[config.mk]
export PLATFORM = sky130hd
export DESIGN_NAME = goodness_scan_ctrl
export DESIGN_NICKNAME = d
export VERILOG_FILES = /design/src/rtl/goodness_ctrl_pkg.sv /design/src/rtl/valid_delay_line.sv /design/src/rtl/goodness_scan_ctrl.sv
export SDC_FILE = /design/constraint.sdc
export NUM_CORES = 1
export LEC_CHECK = 0
export ABC_CLOCK_PERIOD_IN_PS = 6170
export CAP_MARGIN = 15
export CORE_ASPECT_RATIO = 1.1
export CORE_MARGIN = 2
export CORE_UTILIZATION = 30
export DETAILED_ROUTE_END_ITERATION = 12
export PLACE_DENSITY = 0.57
export SLEW_MARGIN = 10
export SYNTH_ARGS = -nofsm -noshare
export SYNTH_HDL_FRONTEND = slang
export SYNTH_HIERARCHICAL = 1
export SYNTH_SLANG_ARGS = --single-unit
[constraint.sdc]
create_clock -name clk -period 6.17 [get_ports clk]
set_input_delay 0.9255 -clock clk [delete_from_list [all_inputs] [get_ports clk]]
set_output_delay 0.9255 -clock clk [all_outputs]
set_load 0.02 [all_outputs]
[src/rtl/goodness_ctrl_pkg.sv]
// Shared types and sizing helpers for the goodness scan sequencer.
// Default geometry matches the per-core goodness EMA datapath.
package goodness_ctrl_pkg;

  typedef enum logic [2:0] {
    ST_IDLE,
    ST_CLEAR,
    ST_SCAN,
    ST_DRAIN,
    ST_COMPARE,
    ST_DONE
  } state_t;

  localparam int DEF_CORE_NUM           = 4;
  localparam int DEF_POST_NEUR_NUM      = 256;
  localparam int DEF_POST_NEUR_PARALLEL = 8;
  localparam int DEF_GOODNESS_WIDTH     = 20;
  localparam int DEF_MEM_RD_LAT         = 1;
  localparam int DEF_EMA_LAT            = 2;

  // Word-address width for a memory of 'depth' words, never below 1 bit.
  function automatic int addr_width(input int depth);
    return (depth <= 2) ? 1 : $clog2(depth);
  endfunction

  // Width of a down-counter that must be able to hold 'cycles'.
  function automatic int drain_width(input int cycles);
    return (cycles <= 1) ? 1 : $clog2(cycles + 1);
  endfunction

endpackage

[src/rtl/valid_delay_line.sv]
// Fixed-latency shift register that aligns read-enable with returned read data.
// A synchronous flush drops every in-flight stage in one cycle.
module valid_delay_line #(
  parameter int WIDTH  = 1,
  parameter int STAGES = 1
) (
  input  logic             clk,
  input  logic             rst,
  input  logic             flush,
  input  logic [WIDTH-1:0] din,
  output logic [WIDTH-1:0] dout
);

  logic [STAGES-1:0][WIDTH-1:0] stage_q;

  generate
    if (STAGES == 1) begin : g_single
      always_ff @(posedge clk or posedge rst) begin
        if (rst)        stage_q <= '0;
        else if (flush) stage_q <= '0;
        else            stage_q[0] <= din;
      end
    end else begin : g_multi
      always_ff @(posedge clk or posedge rst) begin
        if (rst)        stage_q <= '0;
        else if (flush) stage_q <= '0;
        else            stage_q <= {stage_q[STAGES-2:0], din};
      end
    end
  endgenerate

  assign dout = stage_q[STAGES-1];

endmodule

[src/rtl/goodness_scan_ctrl.sv]
// Per-sample sequencer: clears goodness, scans membrane memory in lockstep across
// cores, drains the EMA pipeline, then snapshots goodness and thresholds it.
//
// state   | meaning
// IDLE    | waiting for start
// CLEAR   | one-cycle goodness clear to enabled cores
// SCAN    | one memory word read per cycle, addr 0..DEPTH-1
// DRAIN   | read + EMA pipeline emptying, down-counter timed
// COMPARE | snapshot avg_mem_bus and compare against threshold
// DONE    | one-cycle done pulse
module goodness_scan_ctrl
  import goodness_ctrl_pkg::*;
#(
  parameter int CORE_NUM           = DEF_CORE_NUM,
  parameter int POST_NEUR_NUM      = DEF_POST_NEUR_NUM,
  parameter int POST_NEUR_PARALLEL = DEF_POST_NEUR_PARALLEL,
  parameter int GOODNESS_WIDTH     = DEF_GOODNESS_WIDTH,
  parameter int MEM_RD_LAT         = DEF_MEM_RD_LAT,
  parameter int EMA_LAT            = DEF_EMA_LAT,
  localparam int DEPTH   = POST_NEUR_NUM / POST_NEUR_PARALLEL,
  localparam int ADDR_W  = addr_width(DEPTH),
  localparam int DRAIN_W = drain_width(MEM_RD_LAT + EMA_LAT)
) (
  input  logic                               clk,
  input  logic                               rst,
  input  logic                               start,
  input  logic                               abort,
  input  logic [CORE_NUM-1:0]                core_en,
  input  logic [GOODNESS_WIDTH-1:0]          threshold,
  output logic                               busy,
  output logic                               done,
  output logic                               mem_rd_en,
  output logic [ADDR_W-1:0]                  mem_rd_addr,
  output logic [CORE_NUM-1:0]                core_valid,
  output logic [CORE_NUM-1:0]                core_clear_goodness,
  input  logic [CORE_NUM*GOODNESS_WIDTH-1:0] avg_mem_bus,
  output logic [CORE_NUM*GOODNESS_WIDTH-1:0] goodness_out,
  output logic [CORE_NUM-1:0]                goodness_pos
);

  localparam logic [ADDR_W-1:0]  ADDR_LAST  = ADDR_W'(DEPTH - 1);
  localparam logic [DRAIN_W-1:0] DRAIN_LOAD = DRAIN_W'(MEM_RD_LAT + EMA_LAT - 1);

  state_t                    state_q, state_nxt;
  logic [ADDR_W-1:0]         addr_q;
  logic [DRAIN_W-1:0]        drain_q;
  logic [CORE_NUM-1:0]       mask_q, mask_nxt;
  logic [GOODNESS_WIDTH-1:0] thr_q;
  logic [CORE_NUM-1:0]       pos_nxt;
  logic                      accept;
  logic                      flush;

  assign accept   = (state_q == ST_IDLE) && start && !abort;
  assign flush    = (state_q != ST_IDLE) && abort;
  assign mask_nxt = accept ? core_en : mask_q;

  always_comb begin
    state_nxt = state_q;
    case (state_q)
      ST_IDLE:    if (accept) state_nxt = ST_CLEAR;
      ST_CLEAR:   state_nxt = ST_SCAN;
      ST_SCAN:    if (addr_q == ADDR_LAST) state_nxt = ST_DRAIN;
      ST_DRAIN:   if (drain_q == '0) state_nxt = ST_COMPARE;
      ST_COMPARE: state_nxt = ST_DONE;
      ST_DONE:    state_nxt = ST_IDLE;
      default:    state_nxt = ST_IDLE;
    endcase
    if (flush) state_nxt = ST_IDLE;
  end

  always_comb begin
    pos_nxt = '0;
    for (int c = 0; c < CORE_NUM; c++) begin
      pos_nxt[c] = mask_q[c] & (avg_mem_bus[c*GOODNESS_WIDTH +: GOODNESS_WIDTH] >= thr_q);
    end
  end

  // Control outputs are decoded from the next state so they are registered
  // yet line up with the state they belong to.
  always_ff @(posedge clk or posedge rst) begin
    if (rst) begin
      state_q             <= ST_IDLE;
      addr_q              <= '0;
      drain_q             <= '0;
      mask_q              <= '0;
      thr_q               <= '0;
      busy                <= 1'b0;
      done                <= 1'b0;
      mem_rd_en           <= 1'b0;
      core_clear_goodness <= '0;
      goodness_out        <= '0;
      goodness_pos        <= '0;
    end else begin
      state_q   <= state_nxt;
      busy      <= (state_nxt != ST_IDLE);
      done      <= (state_nxt == ST_DONE);
      mem_rd_en <= (state_nxt == ST_SCAN);
      core_clear_goodness <= (state_nxt == ST_CLEAR) ? mask_nxt : '0;

      if (accept) begin
        mask_q <= core_en;
        thr_q  <= threshold;
      end

      if (state_q == ST_SCAN && state_nxt == ST_SCAN) addr_q <= addr_q + ADDR_W'(1);
      else                                            addr_q <= '0;

      if (state_q == ST_SCAN)                         drain_q <= DRAIN_LOAD;
      else if (state_q == ST_DRAIN && drain_q != '0)  drain_q <= drain_q - DRAIN_W'(1);

      if (state_q == ST_COMPARE && !abort) begin
        goodness_out <= avg_mem_bus;
        goodness_pos <= pos_nxt;
      end
    end
  end

  assign mem_rd_addr = addr_q;

  valid_delay_line #(
    .WIDTH  (CORE_NUM),
    .STAGES (MEM_RD_LAT)
  ) u_valid_dly (
    .clk   (clk),
    .rst   (rst),
    .flush (flush),
    .din   ({CORE_NUM{mem_rd_en}} & mask_q),
    .dout  (core_valid)
  );

endmodule

# Yosys cells after proc, flatten, opt, wreduce, memory -nomap -nowiden
# Cells that the tools add are included.
[op_classes]
add_sub_neg = 2
order_cmp = 4
n_eq_ne = 8
muxes = 11
bitwise_logic = 5
reduce_logical = 13
[op_table]
columns = ["operator", "n"]
rows = [
  ["20-bit greater-or-equal comparator", 4],
  ["3-bit case mux with 5 select lines", 1],
  ["3-bit 2-to-1 mux", 4],
  ["4-bit 2-to-1 mux", 3],
  ["3-bit by 2-bit equality test with 1-bit output (second input constant)", 3],
  ["3-bit by 1-bit equality test with 1-bit output (second input constant)", 2],
  ["3-bit equality test (second input constant)", 2],
  ["1-bit logical AND", 6],
  ["3-bit nonzero test", 2],
  ["5-bit by 1-bit adder with 5-bit output (second input constant)", 1],
  ["5-bit equality test (second input constant)", 1],
  ["5-bit 2-to-1 mux", 1],
  ["1-bit AND", 4],
  ["4-bit AND", 1],
  ["2-bit 2-to-1 mux", 2],
  ["2-bit nonzero test", 2],
  ["3-bit logical NOT", 1],
  ["2-bit logical NOT", 1],
  ["2-bit by 1-bit subtractor with 2-bit output (second input constant)", 1],
  ["1-bit logical NOT", 1],
]
[totals]
ff_bits = 129
input_bits = 108
output_inout_bits = 100
wordCells = 55

# Depth between registers and ports, before layout
# Gate-level depths: netlist of run 1.
[logic_depth]
ltp_word = 9
ltp_mapped = 8
mapped_depth_nobuf = 8

# Hierarchy
# The synthesis of run 1 kept the hierarchy.
[modules_own_cells]
columns = ["module", "n_inst", "cells_per_inst", "area_each_um2", "seq_area_each_um2"]
rows = [
  ["goodness_scan_ctrl", 1, 524, 6517.5, 3128.0],
  ["valid_delay_line", 1, 9, 128.9, 100.1],
]

# Worst setup path after synthesis of run 1
# Ideal clock, no wire load.
[synth_timing]
path_type = "input to register"
start = "input port avg_mem_bus[57]"
end = "register goodness_pos[2]"
arrival_time_ps = 2057
required_ps = 6034
slack_ps = 3977
path_stages = 6
cell_sequence = "ha_1 a21o_1 a21o_1 a221o_1 a211oi_1 a21oi_1"
[synth_via]
elab_chain_len = 2
[synth_rtl]
columns = ["item", "line_no", "source"]
rows = [
  ["start, declared", "goodness_scan_ctrl.sv:36", "input logic [CORE_NUM*GOODNESS_WIDTH-1:0] avg_mem_bus,"],
  ["20-bit greater-or-equal comparator", "goodness_scan_ctrl.sv:74", "pos_nxt[c] = mask_q[c] & (avg_mem_bus[c*GOODNESS_WIDTH +: GOODNESS_WIDTH] >= thr_q);"],
  ["1-bit AND", "goodness_scan_ctrl.sv:74", ""],
  ["end signal, assigned", "goodness_scan_ctrl.sv:113", "goodness_pos <= pos_nxt;"],
  ["end, declared", "goodness_scan_ctrl.sv:38", "output logic [CORE_NUM-1:0] goodness_pos"],
]
# Every way passes these cells.
# A chain may end at the register's enable or synchronous reset.

# Worst setup path after layout of run 1
[layout_timing]
start = "input port abort"
end = "register goodness_out[30]"
[layout_via]
elab_chain_len = 2
[layout_rtl]
columns = ["item", "line_no", "source"]
rows = [
  ["start, declared", "goodness_scan_ctrl.sv:27", "input logic abort,"],
  ["1-bit logical NOT", "goodness_scan_ctrl.sv:111", "if (state_q == ST_COMPARE && !abort) begin"],
  ["1-bit logical AND", "goodness_scan_ctrl.sv:111", ""],
  ["end signal, assigned", "goodness_scan_ctrl.sv:112", "goodness_out <= avg_mem_bus;"],
  ["end, declared", "goodness_scan_ctrl.sv:37", "output logic [CORE_NUM*GOODNESS_WIDTH-1:0] goodness_out,"],
]
# Every way passes these cells.

==> results of run 1 <==
## cells in the final DEF, fill, tap and decap left out, types with 4 or more instances in the layout
cell	count
a211oi_1	4
clkbuf_8	5
a21o_1	15
o211ai_1	4
mux2_1	5
inv_1	32
dfrtp_1	129
nand2b_1	10
o21ai_0	11
nor2b_1	8
and2_1	4
nor4_1	4
ha_1	83
nor2_1	21
nand2_1	16
nand4_1	11
clkbuf_16	17
mux2_2	95
clkdlybuf4s50_1	207
a21oi_1	36
## power groups by stage
stage	registers (µW)	logic, µW	clock network [µW]
after CTS	1060	933	1050
final	1050	923	1020
after detailed placement	1070	924	0
after floorplan	1140	452	0
after global routing	1070	1030	1090
after global placement	1070	902	0
## cell usage after synthesis (5+ instances only)
cell        n  area share (%)
nor2b_1     8            0.75
nand4_1    11             1.0
buf_2       8            0.60
nand2_1    16            0.90
a21oi_1    36             2.7
o21ai_0    11            0.83
nand2b_1   10            0.94
dfrtp_1   129              49
inv_1      33             1.9
mux2_2     95              16
a21o_1     15             1.7
mux2_1      5            0.85
ha_1       83              16
nor2_1     21             1.2
## how the worst max path moves through the flow
stage / start / end / cells after the start
finish: abort / goodness_out[30] / 5
global placement: abort / goodness_out[65] / 5
detailed placement: abort / goodness_out[30] / 5
CTS: abort / goodness_out[30] / 5
floorplan: rst / busy / 1
global route: abort / goodness_out[6] / 5
## metrics by stage
step	setup WS (ns)	util [%]	area, µm²	total power [µW]
finish	3.07	44.0	9640	3000
floorplan	1.92	-	6650	1590
CTS	3.09	44.0	9640	3040
global route	2.98	44.0	9640	3180
global placement	2.74	41.3	9040	1970
detailed placement	2.67	41.3	9040	1990
## cell type report
type	instances	share of cell area [%]
Tap cell	295	3.83
Clock buffer	24	5.20
Inverter	33	1.34
Timing Repair Buffer	210	21.7
Clock inverter	8	1.05
Sequential cell	129	33.5
Multi-Input combinational cell	358	33.4
## registers in the layout, indices dropped and copies added, names as in the netlist
register / count
done: 1
mem_rd_en: 1
mem_rd_addr: 5
core_clear_goodness: 4
thr_q: 20
goodness_pos: 4
state_q: 3
u_valid_dly/dout: 4
mask_q: 4
drain_q: 2
busy: 1
goodness_out: 80
## kinds of logic after synthesis
family / after synthesis
buffers and inverters: 46
multiplexers: 103
XOR/XNOR: 2
AND/OR/NAND/NOR: 87
flip-flops: 129
adder cells (fa/ha/maj): 83
AO/OA/AOI/OAI: 83
## per-layer routing
metal,global-route usage (%),up-vias
li1,-,2368
met5,0,-
met1,19.8,2357
met4,5.39,0
met2,29.8,115
met3,3.77,18
==> out/results.ini, run 1 <==
[grt]
antenna_found_initial=0
grt-ovfl-total=0
grt_max_degree=78
grt_pass1_wl_mm=29.5
grt_pass1_vias=5188
grt_util_all_layers_pct=16.7

[critical_path]
slowest_stage=buf_4
path_cells=clkdlybuf4s50_1 -> nor4b_4 -> buf_4 -> buf_4 -> mux2_2
worstSetupPathType=primary input to flip-flop
critPathArrivalTime_ns=3.40
r2r_cells=4
critical-path-top-delay-family=buffers and inverters
endpoint_kind=flip-flop
slowest_delay_ns=0.65
worstReg2RegStart=state_q[0]
cpMostUsedCell=buf_4
path_max_fanout=62
reg2reg_slack_ns=3.63
worstSetupStartpointType=primary input
critPathBufInv=3
worstPathRequired_ns=6.47
r2r_end=goodness_out[30]

[drt]
firstDrtPassIters=4
vias_per_cell=4.60
routed-via-count=4858
top_layer=met4
wl_met3_um=847
drcViolationCount=0
wire_per_inst_um=18.2
drtIter0Drc=227
wl_met1_mm=8.23
postRouteAntennaNets=0
wl_mm=19.2
route.met2.wl_mm=9.86

[finish]
final_nets=940
ff_latch_area_um2=3230
multi_input_area_um2=3220
layout-drive-gt1-share_pct=17.5
fillers=2042
area_growth_pct=45.1
antenna_cells=0
final_cells=1057

[sta]
setup-tns-final_ns=0
rsz0062_at_grt=no
report.final.slew_viol_count=0
tightest_slew_ns=1.01
min_period_over_period_pct=50.2
finalSetupViolations=0
skew_ns=0.00954
slew_headroom_pct=32.5
period_needed_ns=3.10
whs_ns=0.470
hold_violations=0
max_clock_freq_mhz=323

[floorplan]
dieArea_um2=23400
pin_count=208
core_area_um2=21900
die_y_um=160
die_w_um=146
rows=57
start_util_pct=30.4

[synth]
synth_top_family_by_area=multiplexers
yosysUniqueCellTypes=40
yosys_warnings=6
synth_edf_count=0
ys_seq_area_share_pct=48.6
synth_area_um2=6650
synth_compound_area_share_pct=7.89
synth-seq-cells=129
avgSynthCellArea_um2=12.5
synth_mux_area_share_pct=17.4
synth_xor_area_share_pct=0.264
synthCells=533
synth_simple_gate_area_share_pct=7.17
synthAdderAreaFrac_pct=15.6
synthFlopType=dfrtp_1
syn-num-nets=724
synthArstFlopShare_pct=100

[power_and_ir_drop]
p_per_area_nw_per_um2=311
p_sw_share_pct=31.0
switchingPower_uw=929
max-vdd-ir-drop_mv=0.184
p_seq_share_pct=35.2
combPwrFrac_pct=30.8
internal_power_uw=2070
p_clk_share_pct=34.1
leakage_uw=0.00453

[placed_design]
gp_congestion=0.818
io_buffer_count=207
hpwlAfterDp_mm=15.1
dp.cells=1025

[clock_network]
root_buffer=clkbuf_16
cts.clk_slew.worst_paths_ns=0.06
clockBufferDepth=2
post_cts_resized=0
numCtsBuffers=17
h-tree-depth=4
cts_tree=done
cts_hold_buffers=0
clock_sinks=129
clk_latency_ns=0.42
postCtsSetupRepairBufs=0

[worst_hold_path]
whs_path_depth=1
hold-path-endpoint=drain_q[0]
hold_path_startpoint=drain_q[0]
hp-class=flip-flop to flip-flop

[job]
max_cap_violations=0

[run_status]
status=completed

(Power assumes the default switching activity.)
==> inputs of run 2 (changes only) <==
--- a/config.mk
+++ b/config.mk
@@ -5,7 +5,7 @@
 export SDC_FILE = /design/constraint.sdc
 export NUM_CORES = 1
 export LEC_CHECK = 0
-export ABC_CLOCK_PERIOD_IN_PS = 6170
+export ABC_CLOCK_PERIOD_IN_PS = 3100
 export CAP_MARGIN = 15
 export CORE_ASPECT_RATIO = 1.1
 export CORE_MARGIN = 2
==> constraint.sdc (replaced) <==
create_clock -name clk -period 3.1 [get_ports clk]
set_input_delay 0.465 -clock clk [delete_from_list [all_inputs] [get_ports clk]]
set_output_delay 0.465 -clock clk [all_outputs]
set_load 0.02 [all_outputs]
==> out/results.ini, run 2 (same netlist as run 1, synthesis figures left out) <==
[sta]
finalSetupViolations=0
slew_headroom_pct=47.1
max_clock_freq_mhz=456
report.final.slew_viol_count=0
min_period_over_period_pct=70.8
whs_ns=0.317
period_needed_ns=2.19
skew_ns=0.00833
tightest_slew_ns=0.792
hold_violations=0
rsz0062_at_grt=no
setup-tns-final_ns=0

[floorplan]
die_w_um=146
pin_count=208
die_y_um=160
rows=57
start_util_pct=30.4
dieArea_um2=23400
core_area_um2=21900

[clock_network]
cts_tree=done
clockBufferDepth=2
clk_latency_ns=0.42
clock_sinks=129
cts.clk_slew.worst_paths_ns=0.06
post_cts_resized=0
cts_hold_buffers=0
numCtsBuffers=17
h-tree-depth=4
postCtsSetupRepairBufs=0
root_buffer=clkbuf_16

[grt]
grt-ovfl-total=0
grt_pass1_vias=5294
grt_pass1_wl_mm=29.8
grt_util_all_layers_pct=16.7
grt_max_degree=49
antenna_found_initial=2

[finish]
fillers=2037
multi_input_area_um2=3220
final_cell_mix=207 x clkdlybuf4s50_1, 129 x dfrtp_1, 95 x mux2_2
ff_latch_area_um2=3230
area_growth_pct=45.5
layout-drive-gt1-share_pct=18.4
largest-register=goodness_out
final_nets=946
final_common_cell=clkdlybuf4s50_1
largest_register_ffs=80

[critical_path]
slowest_stage=clkdlybuf4s50_1
path_cells=clkdlybuf4s50_1 -> inv_1 -> ha_1 -> nand2b_1 -> a21o_1 -> a211oi_1 -> o221ai_1 -> o221a_2
endpoint_kind=flip-flop
startpoint=avg_mem_bus[0]
path_max_fanout=2
r2r_cells=3
critPathArrivalTime_ns=2.50
worstSetupStartpointType=primary input
reg2reg_slack_ns=0.99
crit_end=goodness_pos[0]
worstSetupPathType=primary input to flip-flop
worstPathRequired_ns=3.40
slowest_delay_ns=0.48
r2r_end=goodness_out[13]
worstReg2RegStart=state_q[0]

[placed_design]
gp_congestion=0.751
hpwlAfterDp_mm=15.4
io_buffer_count=207

[job]
max_cap_violations=0

[drt]
wl_mm=19.1
vias_per_cell=4.60
drcViolationCount=0
wire_per_inst_um=17.9
postRouteAntennaNets=0
routed-via-count=4904
drtIter0Drc=206
firstDrtPassIters=4

[power_and_ir_drop]
leakage_uw=0.00454
p_per_area_nw_per_um2=604
max-vdd-ir-drop_mv=0.355

[worst_hold_path]
hp-class=primary input to asynchronous set/reset pin

[run_status]
status=completed

-- run 2: cell count changes in the layout (fill, tap and decap cells not counted), sizes merged --
| cell | before | now |
|---|---|---|
| clkinvlp | 3 | 7 |
| buf | 3 | 9 |
| bufinv | 2 | 1 |
| inv | 33 | 37 |
| diode | 0 | 2 |
| clkbuf | 24 | 17 |
-- run 2: through the flow --
stage / util (%) / cell area, µm² / power [µW] / instances / setup WS [ns]
6_report: 44.2 / 9670 / 5840 / 1065 / 0.907
4_1_cts: 44.2 / 9670 / 5920 / 1063 / 0.876
3_3_place_gp: 41.6 / 9110 / 3920 / 1031 / 0.434
5_1_grt: 44.2 / 9670 / 6240 / 1065 / 0.756
2_1_floorplan: - / 6650 / 3160 / 533 / 1.10
3_5_place_dp: 41.6 / 9110 / 3970 / 1031 / 0.439
-- run 2: worst min-delay path by stage --
stage	startpoint	to	slack, ns	cells after the start
after floorplan	rst	u_valid_dly/dout[0]	0.23	1
after global placement	drain_q[0]	drain_q[0]	0.45	1
after detailed placement	drain_q[0]	drain_q[0]	0.48	1
after CTS	rst	u_valid_dly/dout[3]	0.30	2
after global routing	rst	u_valid_dly/dout[3]	0.33	2
final	rst	u_valid_dly/dout[3]	0.32	2
-- run 2: worst max-delay path, delay by kind of cell --
kind,cells,cell delay (ns)
compound gates,4,1.09
fa+ha+maj,1,0.27
buf+inv,2,0.53
simple gates,1,0.14
-- run 2: cell type report --
class / count / area share [%]
sequential: 129 / 33.4
multi-input combinational: 358 / 33.3
timing repair buffer: 216 / 22.4
clock buffer: 17 / 4.40
tap: 295 / 3.82
clock inverter: 15 / 1.38
inverter: 33 / 1.32
antenna: 2 / 0.0517
-- run 2: layer usage --
metal | track usage, % | vias up | part of all wire, %
met1 | 20.5 | 2368 | 43
li1 | - | 2380 | -
met5 | 0 | - | 0
met3 | 4.06 | 21 | 5.2
met2 | 28.6 | 135 | 50
met4 | 5.70 | 0 | 1.7
-- run 2: power by group --
part / switching [µW] / internal (µW) / leakage (µW) / total (µW)
Combinational: 942 / 893 / 0.00255 / 1830
Clock: 803 / 1110 / 0.000259 / 1910
Sequential: 155 / 1940 / 0.00173 / 2100
==> inputs of run 3 (changes only) <==
--- a/config.mk
+++ b/config.mk
@@ -5,13 +5,13 @@
 export SDC_FILE = /design/constraint.sdc
 export NUM_CORES = 1
 export LEC_CHECK = 0
-export ABC_CLOCK_PERIOD_IN_PS = 3100
+export ABC_CLOCK_PERIOD_IN_PS = 1900
 export CAP_MARGIN = 15
 export CORE_ASPECT_RATIO = 1.1
 export CORE_MARGIN = 2
 export CORE_UTILIZATION = 30
 export DETAILED_ROUTE_END_ITERATION = 12
-export PLACE_DENSITY = 0.57
+export PLACE_DENSITY = 0.59
 export SLEW_MARGIN = 10
 export SYNTH_ARGS = -nofsm -noshare
 export SYNTH_HDL_FRONTEND = slang
==> constraint.sdc (replaced) <==
create_clock -name clk -period 1.9 [get_ports clk]
set_input_delay 0.285 -clock clk [delete_from_list [all_inputs] [get_ports clk]]
set_output_delay 0.285 -clock clk [all_outputs]
set_load 0.02 [all_outputs]
==> out/results.ini, run 3 (same netlist as run 1, synthesis figures left out) <==
[run_status]
status=completed

[placed_design]
gp_congestion=0.796
io_buffer_count=207
hpwlAfterDp_mm=15.4
dpl_cell_area_um2=9470

[sta]
finalSetupViolations=0
skew_ns=0.00782
period_needed_ns=1.90
setup-tns-final_ns=0
report.final.slew_viol_count=0
whs_ns=0.133
rsz0062_at_grt=yes
hold_violations=0
slew_headroom_pct=70.4
min_period_over_period_pct=99.9
tightest_slew_ns=0.440
max_clock_freq_mhz=527

[floorplan]
dieArea_um2=23400
die_y_um=160
die_w_um=146
start_util_pct=30.4
core_area_um2=21900
pin_count=208
rows=57

[job]
max_cap_violations=0

[critical_path]
critPathArrivalTime_ns=2.19
path_max_fanout=4
worstSetupPathType=flip-flop to flip-flop
startpoint=thr_q[16]
reg2reg_slack_ns=0.003
endpoint_kind=flip-flop
worstPathRequired_ns=2.19
worstReg2RegStart=thr_q[16]
worstSetupStartpointType=flip-flop

[finish]
final_nets=995
fin_area_um2=10400
final_common_cell=clkdlybuf4s50_1
layout-drive-gt1-share_pct=27.9
largest-register=goodness_out
area_growth_pct=56.1
final_cell_mix=207 x clkdlybuf4s50_1, 129 x dfrtp_1, 95 x mux2_2
final_util_pct=47.4
antenna_cells=0
largest_register_ffs=80

[drt]
routed-via-count=5154
wire_per_inst_um=17.7
firstDrtPassIters=4
drcViolationCount=0
postRouteAntennaNets=0
drtIter0Drc=149
vias_per_cell=4.63
wl_mm=19.7

[clock_network]
clock_sinks=129
cts_tree=done
cts_hold_buffers=0
root_buffer=clkbuf_16
cts.clk_slew.worst_paths_ns=0.06
clk_latency_ns=0.42
clockBufferDepth=2
h-tree-depth=4
numCtsBuffers=17

[grt]
grt_max_degree=62
grt_util_met2_pct=30.0
grt_util_all_layers_pct=17.2
grtUsageMet3_pct=3.69
antenna_found_initial=0
grt_pass1_vias=5538
grt_use_met1_pct=21.4
busiest_layer=met2
grt-ovfl-total=0
grt_pass1_wl_mm=30.9

[power_and_ir_drop]
max-vdd-ir-drop_mv=0.595
p_total_uw=10300
p_per_area_nw_per_um2=991
leakage_uw=0.00484

[worst_hold_path]
hp-class=primary input to asynchronous set/reset pin

## run 3: changes by cell type in the layout (fill, tap and decap cells not counted), moves of 4 or more
cell / before / now
inv_2: 0 / 9
buf_4: 7 / 50
inv_1: 32 / 21
ha_1: 83 / 70
a211oi_1: 4 / 0
clkinvlp_4: 7 / 1
ha_4: 0 / 12
buf_12: 2 / 7
clkinv_4: 0 / 6
nor4_1: 4 / 0
## run 3: metrics by stage
step / cells / setup slack (ns)
finish: 1112 / 0.00266
global route: 1112 / -0.0756
CTS: 1103 / -0.0169
detailed placement: 1071 / -0.552
global placement: 1071 / -0.459
floorplan: 533 / 0.0348
## run 3: timing repair
item	in CTS	in global routing
setup endpoints to repair	3	5
pin swaps	7	23
buffers inserted	0	12
gates resized for setup	10	34
## run 3: per-layer routing
layer  up-vias  wire length [µm]
li1       2478                 -
met1      2532              8490
met2       127             10100
met3        17               891
met4         0               264
met5         -                 0
## run 3: power by group
part / internal [µW] / switching [µW]
clock network: 1940 / 1310
registers: 3170 / 257
logic: 1860 / 1740
## run 3: area by class of cell
type | instances | area (µm²)
Fill cell | 1952 | 11500
Timing Repair Buffer | 265 | 2600
Tap cell | 295 | 369
Inverter | 33 | 133
Clock buffer | 17 | 425
Clock inverter | 15 | 159
Multi-Input combinational cell | 358 | 3460
Sequential cell | 129 | 3230
## run 3: path summary, 6_finish.rpt
check / end / cells past startpoint
worst max-delay path: goodness_pos[3] / 8
worst max register to register: goodness_pos[3] / 8
min in group clk: core_clear_goodness[3] / 3
max in group asynchronous: goodness_out[55] / 3
worst min-delay path: u_valid_dly/dout[1] / 2
worst min register to register: drain_q[0] / 1
## run 3: critical path, stage by stage, from the launching register on
cell and delay (ns):
dfrtp_1 0.38, inv_2 0.09, ha_1 0.23, nand4_1 0.19
buf_4 0.15, nor2_2 0.03, a221o_1 0.38, a211oi_2 0.23
a21oi_2 0.07
